## src/rtl/wb_cfg_bridge_pkg.sv

```systemverilog
// wb_cfg_bridge_pkg: register offsets, FSM state encoding and default ID for wb_cfg_bridge
package wb_cfg_bridge_pkg;
   typedef enum logic [1:0] {
      IDLE = 2'd0,
      EXEC = 2'd1,
      ACK  = 2'd2
   } state_t;
   localparam logic [7:0]  OFF_PROG    = 8'h00;
   localparam logic [7:0]  OFF_DIR     = 8'h04;
   localparam logic [7:0]  OFF_PIN_DIR = 8'h08;
   localparam logic [7:0]  OFF_PIN_IN  = 8'h0C;
   localparam logic [7:0]  OFF_WCOUNT  = 8'h10;
   localparam logic [7:0]  OFF_ID      = 8'h14;
   localparam logic [31:0] ID_DEFAULT  = 32'h7472_0001;
endpackage

```

## src/rtl/wb_cfg_bridge_byte_lane_merge.sv

```systemverilog
// wb_cfg_bridge_byte_lane_merge: byte-lane merge, merged = (old_val & ~mask) | (new_val & mask)
//   sel      in  IO_PINS/8  byte-lane enables, lane i covers bits [8i+7:8i]
//   old_val  in  IO_PINS    current shadow value
//   new_val  in  IO_PINS    incoming write data
//   merged   out IO_PINS    merged value
//   any      out 1          at least one lane enabled
module wb_cfg_bridge_byte_lane_merge #(
   parameter int IO_PINS = 16
) (
   input  logic [IO_PINS/8-1:0] sel,
   input  logic [IO_PINS-1:0]   old_val,
   input  logic [IO_PINS-1:0]   new_val,
   output logic [IO_PINS-1:0]   merged,
   output logic                 any
);
   logic [IO_PINS-1:0] mask;
   for (genvar i = 0; i < IO_PINS/8; i++) begin : g_lane
      assign mask[i*8 +: 8] = {8{sel[i]}};
   end
   assign merged = (old_val & ~mask) | (new_val & mask);
   assign any    = |sel;
endmodule

```

## src/rtl/wb_cfg_bridge.sv

```systemverilog
// wb_cfg_bridge: Wishbone classic slave driving the io_pads config write port with readable shadows
//   clk, rst_hard_n             clock, asynchronous active-low reset
//   wbs_cyc_i/stb_i/we_i        wishbone cycle, strobe, write enable
//   wbs_sel_i/adr_i/dat_i       byte lanes, byte address, write data
//   wbs_ack_o/dat_o             one-cycle acknowledge, registered read data
//   cfg_we/cfg_addr/cfg_wdata   io_pads config write (addr 0=programming, 1=saved_dir)
//   pin_dir, pin_data_in        live pin status from io_pads
module wb_cfg_bridge
   import wb_cfg_bridge_pkg::*;
#(
   parameter int          IO_PINS   = 16,
   parameter logic [31:0] BASE_ADDR = 32'h3000_0000,
   parameter int          WIN_BITS  = 5,
   parameter logic [31:0] ID_VALUE  = ID_DEFAULT
) (
   input  logic               clk,
   input  logic               rst_hard_n,
   input  logic               wbs_cyc_i,
   input  logic               wbs_stb_i,
   input  logic               wbs_we_i,
   input  logic [3:0]         wbs_sel_i,
   input  logic [31:0]        wbs_adr_i,
   input  logic [31:0]        wbs_dat_i,
   output logic               wbs_ack_o,
   output logic [31:0]        wbs_dat_o,
   output logic               cfg_we,
   output logic               cfg_addr,
   output logic [IO_PINS-1:0] cfg_wdata,
   input  logic [IO_PINS-1:0] pin_dir,
   input  logic [IO_PINS-1:0] pin_data_in
);
   state_t               state, state_nx;
   logic [7:0]           req_off;
   logic                 req_we;
   logic [IO_PINS/8-1:0] req_sel;
   logic [IO_PINS-1:0]   req_dat;
   logic                 prog_sh;
   logic [IO_PINS-1:0]   dir_sh;
   logic [7:0]           wcount;
   logic [IO_PINS-1:0]   old_val, merged;
   logic                 lane_any, hit, start, wr_reg, done;
   logic [31:0]          rd_mux;
   logic                 unused_ok;
   // Lanes above IO_PINS and address bits inside a word are intentionally ignored.
   assign unused_ok = ^{wbs_sel_i, wbs_dat_i, wbs_adr_i};
   assign hit     = wbs_adr_i[31:WIN_BITS] == BASE_ADDR[31:WIN_BITS];
   assign start   = wbs_cyc_i & wbs_stb_i & hit & ~wbs_ack_o;
   assign old_val = req_off[2] ? dir_sh : IO_PINS'(prog_sh);
   wb_cfg_bridge_byte_lane_merge #(.IO_PINS(IO_PINS)) u_merge (
      .sel     (req_sel),
      .old_val (old_val),
      .new_val (req_dat),
      .merged  (merged),
      .any     (lane_any)
   );
   always_comb begin
      state_nx = IDLE;
      case (state)
         IDLE:    state_nx = start ? EXEC : IDLE;
         EXEC:    state_nx = wbs_cyc_i ? ACK : IDLE;
         default: state_nx = IDLE;
      endcase
      // done: EXEC with the master still present, i.e. the transfer will be acked
      done      = state == EXEC && wbs_cyc_i;
      wr_reg    = req_we && (req_off == OFF_PROG || req_off == OFF_DIR) && lane_any;
      cfg_we    = done && wr_reg;
      cfg_addr  = cfg_we && req_off[2];
      cfg_wdata = cfg_we ? merged : '0;
      rd_mux    = req_off == OFF_PROG    ? {31'd0, prog_sh} :
                  req_off == OFF_DIR     ? 32'(dir_sh) :
                  req_off == OFF_PIN_DIR ? 32'(pin_dir) :
                  req_off == OFF_PIN_IN  ? 32'(pin_data_in) :
                  req_off == OFF_WCOUNT  ? 32'(wcount) :
                  req_off == OFF_ID      ? ID_VALUE : 32'd0;
   end
   always_ff @(posedge clk or negedge rst_hard_n) begin
      if (!rst_hard_n) begin
         state     <= IDLE;
         wbs_ack_o <= 1'b0;
         wbs_dat_o <= '0;
         req_off   <= '0;
         req_we    <= 1'b0;
         req_sel   <= '0;
         req_dat   <= '0;
         prog_sh   <= 1'b0;
         dir_sh    <= '0;
         wcount    <= '0;
      end else begin
         state     <= state_nx;
         wbs_ack_o <= done;
         wbs_dat_o <= (done && !req_we) ? rd_mux : '0;
         if (state == IDLE && start) begin
            req_off <= 8'(wbs_adr_i[WIN_BITS-1:0]);
            req_we  <= wbs_we_i;
            req_sel <= wbs_sel_i[IO_PINS/8-1:0];
            req_dat <= wbs_dat_i[IO_PINS-1:0];
         end
         if (cfg_we) begin
            if (req_off[2]) dir_sh <= merged;
            else prog_sh <= merged[0];
            wcount <= wcount + 8'd1;
         end
      end
   end
endmodule

```

## config.mk

```make
export PLATFORM = sky130hd
export DESIGN_NAME = wb_cfg_bridge
export DESIGN_NICKNAME = d
export VERILOG_FILES = /design/src/rtl/wb_cfg_bridge_pkg.sv /design/src/rtl/wb_cfg_bridge_byte_lane_merge.sv /design/src/rtl/wb_cfg_bridge.sv
export SDC_FILE = /design/constraint.sdc
export NUM_CORES = 1
export LEC_CHECK = 0
export CAP_MARGIN = 10
export CORE_MARGIN = 5
export CORE_UTILIZATION = 45
export CTS_CLUSTER_DIAMETER = 150
export DETAILED_ROUTE_END_ITERATION = 12
export PLACE_DENSITY_LB_ADDON = 0.25
export SLEW_MARGIN = 20
export SYNTH_ARGS = -nofsm -noshare
export SYNTH_HDL_FRONTEND = slang
export SYNTH_SLANG_ARGS = --single-unit
```

## constraint.sdc

```tcl
create_clock -name clk -period 3.9 [get_ports clk]
set_clock_uncertainty 0.1 [all_clocks]
set_input_delay 0.975 -clock clk [delete_from_list [all_inputs] [get_ports clk]]
set_output_delay 0.975 -clock clk [all_outputs]
set_load 0.005 [all_outputs]
```

; Yosys cells after proc, flatten, opt, wreduce, memory -nomap -nowiden
; Index checks and enable logic that the tools add are counted.
[classes]
n_bitwise = 9
addsub = 1
n_eq_ne = 7
reduce_logical = 14
muxes = 12
[op_table]
columns = operator, count
row1 = 2-to-1 mux 31 bit, 7
row2 = AND 16 bit, 2
row3 = 2-to-1 mux 16 bit, 2
row4 = "equality test 27 x 25 -> 1 bit, second input constant", 1
row5 = inverter 16 bit, 1
row6 = bitwise OR 16 bit, 1
row7 = "equality test 5 x 4 -> 1 bit, second input constant", 2
row8 = "equality test 5 bit, second input constant", 2
row9 = "adder 8 x 1 -> 8 bit, second input constant", 1
row10 = zero test 8 bit, 1
row11 = logical AND 1 bit, 7
row12 = "equality test 5 x 3 -> 1 bit, second input constant", 1
row13 = case mux 2 bit (2 select lines), 1
row14 = AND reduction 2 bit, 2
row15 = AND 1 bit, 3
row16 = "equality test 2 x 1 -> 1 bit, second input constant", 1
row17 = zero test 2 bit, 1
row18 = 2-to-1 mux 2 bit, 1
row19 = inverter 1 bit, 2
row20 = OR reduction 2 bit, 1
row21 = zero test 1 bit, 1
row22 = logical OR 1 bit, 1
row23 = 2-to-1 mux 1 bit, 1
[totals]
inputBits = 105
output_inout_bits = 51
register_bits = 83

; Depth between registers and ports, before layout
; Gate-level depths: netlist of run 1.
[logic_depth]
word_depth = 8
depth_mapped = 6
ltp_nobuf = 4

; Modules after synthesis
; Synthesis of run 1 repeated with hierarchy kept, for this count alone.
[hier_totals]
hier_cells = 313
hier_area_um2 = 3666.0
[by_module_without_submodules]
columns = module, cells_per_inst, area_each_um2, instances, seq_area_each_um2
row1 = wb_cfg_bridge, 294, 3397.0, 1, 1701.6
row2 = wb_cfg_bridge_byte_lane_merge, 19, 269.0, 1, 0.0

; Worst setup path before layout of run 1
; No wires, ideal clock.
[synth_timing]
kind = input port to output port
from = in wbs_cyc_i
to = out cfg_wdata[0]
arrival_time_ns = 1.923
required_ns = 2.825
path_slack_ns = 0.902
stages = 5
cell_sequence = and4b_1 -> clkbuf_1 -> o211ai_1 -> clkbuf_1 -> nor2_1
[synth_via]
elab_chain_cells = 3
[synth_lines]
columns = element, line
row1 = from (decl), wb_cfg_bridge.sv:18  ; input logic wbs_cyc_i,
row2 = logical AND 1 bit, wb_cfg_bridge.sv:64  ; done = state == EXEC && wbs_cyc_i;
row3 = logical AND 1 bit, wb_cfg_bridge.sv:66  ; cfg_we = done && wr_reg;
row4 = 2-to-1 mux 16 bit, wb_cfg_bridge.sv:68  ; cfg_wdata = cfg_we ? merged : '0;
row5 = to (decl), wb_cfg_bridge.sv:28  ; output logic [IO_PINS-1:0] cfg_wdata,
; No other way between the ends.

; Final worst setup path of run 1
[layout_timing]
from = in wbs_cyc_i
to = out cfg_wdata[7]
; Same word-level chain as after synthesis.

==> out/metrics.yaml, run 1 <==
pwr:
  power_frac_comb: 0.080
  p_sw_uw: 280
  pwr-share-clk: 0.407
  power_uw: 1370
  leakage_uw: 0.00211
  swShare: 0.203
  power_frac_seq: 0.513
  p_per_area_nw_per_um2: 282
  internal_power_uw: 1100
  ir_drop_uv: 146
sta:
  setup_violations: 0
  tightestPinTransition_ps: 837
  rsz0062_at_grt: "false"
  finalCriticalPeriod_ps: 3790
  fin_crit_sh: 0.973
  max_slew_margin: 0.442
  finalHoldViolCount: 0
  slew_viol_final: 0
  tns_ps: 0
  fmax_ghz: 0.264
layout:
  area_growth_pct: 44.3
  layout-drive-gt1-share: 0.185
  fin_area_um2: 4880
  fillCellCount: 580
  fin_cells: 526
  n_antenna_cell: 0
  utilization: 0.670
  layout.nets: 529
worst_setup_path:
  max_stage_delay_ps: 540
  critical_path.top_delay_family: "buffers and inverters"
  critPathKind: "input pin to output port"
  path_cells: "clkdlybuf4s50_1 -> and4b_1 -> o211ai_1 -> buf_4 -> nor2_1 -> clkdlybuf4s50_1"
  cp_max_fo: 11
  worst_ep_arrival_time_ps: 2720
  cpMostUsedCell: "clkdlybuf4s50_1"
  worstSetupEndpointType: "output port"
  worst-path-buf-inv: 3
  crit_required_ps: 2820
  startpoint_type: "input pin"
  cp_slowest_cell: "clkdlybuf4s50_1"
logic_synthesis:
  synthTopCellsByArea: "dfrtp_1 (50%), mux2_2 (17%), nor2_1 (4.7%)"
  synth_top_area_share: 0.503
  syn_area_um2: 3380
  synth_top_area_cell: "dfrtp_1"
  synth_most_common_cell: "dfrtp_1"
  yosysWarnings: 0
  synthCells: 299
  synth_edf_count: 0
  synth_commonest_cells: "dfrtp_1 (68), mux2_2 (50), nor2_1 (42), a22oi_1 (17), buf_4 (15)"
  synth-seq-cells: 68
  ys_types: 40
  avgSynthCellArea_um2: 11.3
  synth_flop_cell: "dfrtp_1"
  async_reset_ff_frac: 1.00
  ys_seq_area_frac: 0.503
cts:
  cts_buffers: 9
  cts_tree: "built"
  ctsRootBufferMaster: "clkbuf_8"
  post_cts_buffers: 0
  cts_resized: 0
  clockBufferDepth: 2
  htreeDepth: 3
  clkSlewWorstSetupHoldPaths_ps: 60
  cts.sinks: 68
  clock_latency_ps: 340
  holdBufCountCts: 0
route:
  drt-vias-per-instance: 5.26
  wl_per_cell_um: 16.8
  drc: 0
  drt_iter0_drc: 136
  vias: 2766
  first_pass_iters: 6
  drt.antenna.violating_nets: 0
  wirelength_um: 8840
placement:
  gp_congestion: 0.828
  place.port_buffers: 129
  placed_cell_area_um2: 4690
  hpwl_um: 6740
  placed_cells: 511
die:
  io_pins: 156
  core_um2: 7290
  dieWidth_um: 96.7
  start_util: 0.464
  die_height_um: 96.7
  die-area_um2: 9350
  rows: 31
grt:
  grt_antenna_before_repair: 0
  grt_pass1_vias: 2953
  grt-ovfl-total: 0
  grt_max_degree: 69
  track_usage: 0.189
  grt_first_pass_wirelength_um: 14300
min_path:
  hold_path.class: "flop to flop"
job:
  drv_cap: 0
outcome:
  status: "complete, no violations"
==> power groups by stage <==
stage | Clock, uW | Combinational [uW] | Sequential (uW)
6_report | 560 | 110 | 705
5_1_grt | 598 | 118 | 704
4_1_cts | 569 | 111 | 705
3_5_place_dp | 0 | 111 | 718
3_3_place_gp | 0 | 109 | 718
2_1_floorplan | 0 | 15.4 | 719
==> worst paths after layout <==
kind / startpoint / endpoint / slack (ps) / cells after the start
min in group asynchronous: rst_hard_n / dir_sh[9]$_DFFE_PN0P_ / 710 / 2
max reg2reg: req_off[3]$_DFFE_PN0P_ / dir_sh[15]$_DFFE_PN0P_ / 1680 / 4
min: wcount[7]$_DFFE_PN0P_ / wcount[7]$_DFFE_PN0P_ / 380 / 1
max in group asynchronous: rst_hard_n / wbs_dat_o[0]$_DFF_PN0_ / 2440 / 2
min reg2reg: wcount[7]$_DFFE_PN0P_ / wcount[7]$_DFFE_PN0P_ / 380 / 1
max: wbs_cyc_i / cfg_wdata[7] / 110 / 6
==> cell type report <==
class	instances	area, um^2	share of cell area
flip-flops and latches	68	1700	0.348
inverters	2	7.51	0.00154
well taps	99	124	0.0254
multi-input cells	206	1530	0.313
clock buffers	13	149	0.0305
repair buffers	136	1340	0.274
clock inverters	2	35.0	0.00717
==> flip-flops by register name (all words and copies together), names as in the netlist <==
register,cells
state,2
dir_sh,16
prog_sh,1
wbs_dat_o,17
req_we,1
req_dat,16
req_sel,2
req_off,5
wcount,8
==> cell usage in the layout (no fill, tap or decap), types with 2 or more instances in the layout <==
master	n
clkdlybuf4s50_1	128
dfrtp_1	68
mux2_2	50
nor2_1	42
a22oi_1	17
nand2_1	14
clkbuf_8	10
nor3_1	9
a21oi_1	8
conb_1	8
nand2b_1	7
a222oi_1	7
buf_4	7
nand4_1	6
xnor2_1	6
and3_1	4
nor4_1	4
clkbuf_1	3
nor4_2	2
and2_1	2
nor4b_1	2
nand3_4	2
==> cells by family after synthesis <==
family | Yosys count | share of synthesized area
other cells | 1 | 0.00111
mux | 51 | 0.169
xor+xnor | 7 | 0.0181
fa+ha+maj | 1 | 0.00370
buf+inv | 32 | 0.0551
flops | 68 | 0.503
compound gates | 36 | 0.0791
simple gates | 103 | 0.170
==> metrics by stage <==
stage                     hold WS (ps)  worst slack (ps)
final                              382               107
after global routing               408              30.6
after CTS                          384              87.7
after detailed placement           375               117
after global placement             361               139
after floorplan                    341               902
==> per-layer routing <==
metal	routed length [um]	GRT usage	vias up
li1	-	-	1299
met1	3670	0.233	1343
met2	4440	0.317	113
met3	620	0.0576	11
met4	111	0.0626	0
met5	0	0	-
(Power assumes the default switching activity.)
==> run 2, diff against run 1 <==
--- a/config.mk
+++ b/config.mk
@@ -5,6 +5,7 @@
 export SDC_FILE = /design/constraint.sdc
 export NUM_CORES = 1
 export LEC_CHECK = 0
+export ABC_CLOCK_PERIOD_IN_PS = 3900
 export CAP_MARGIN = 10
 export CORE_MARGIN = 5
 export CORE_UTILIZATION = 45
==> results of run 2 <==
Final layout, timing and power as in run 1 (identical DEF).
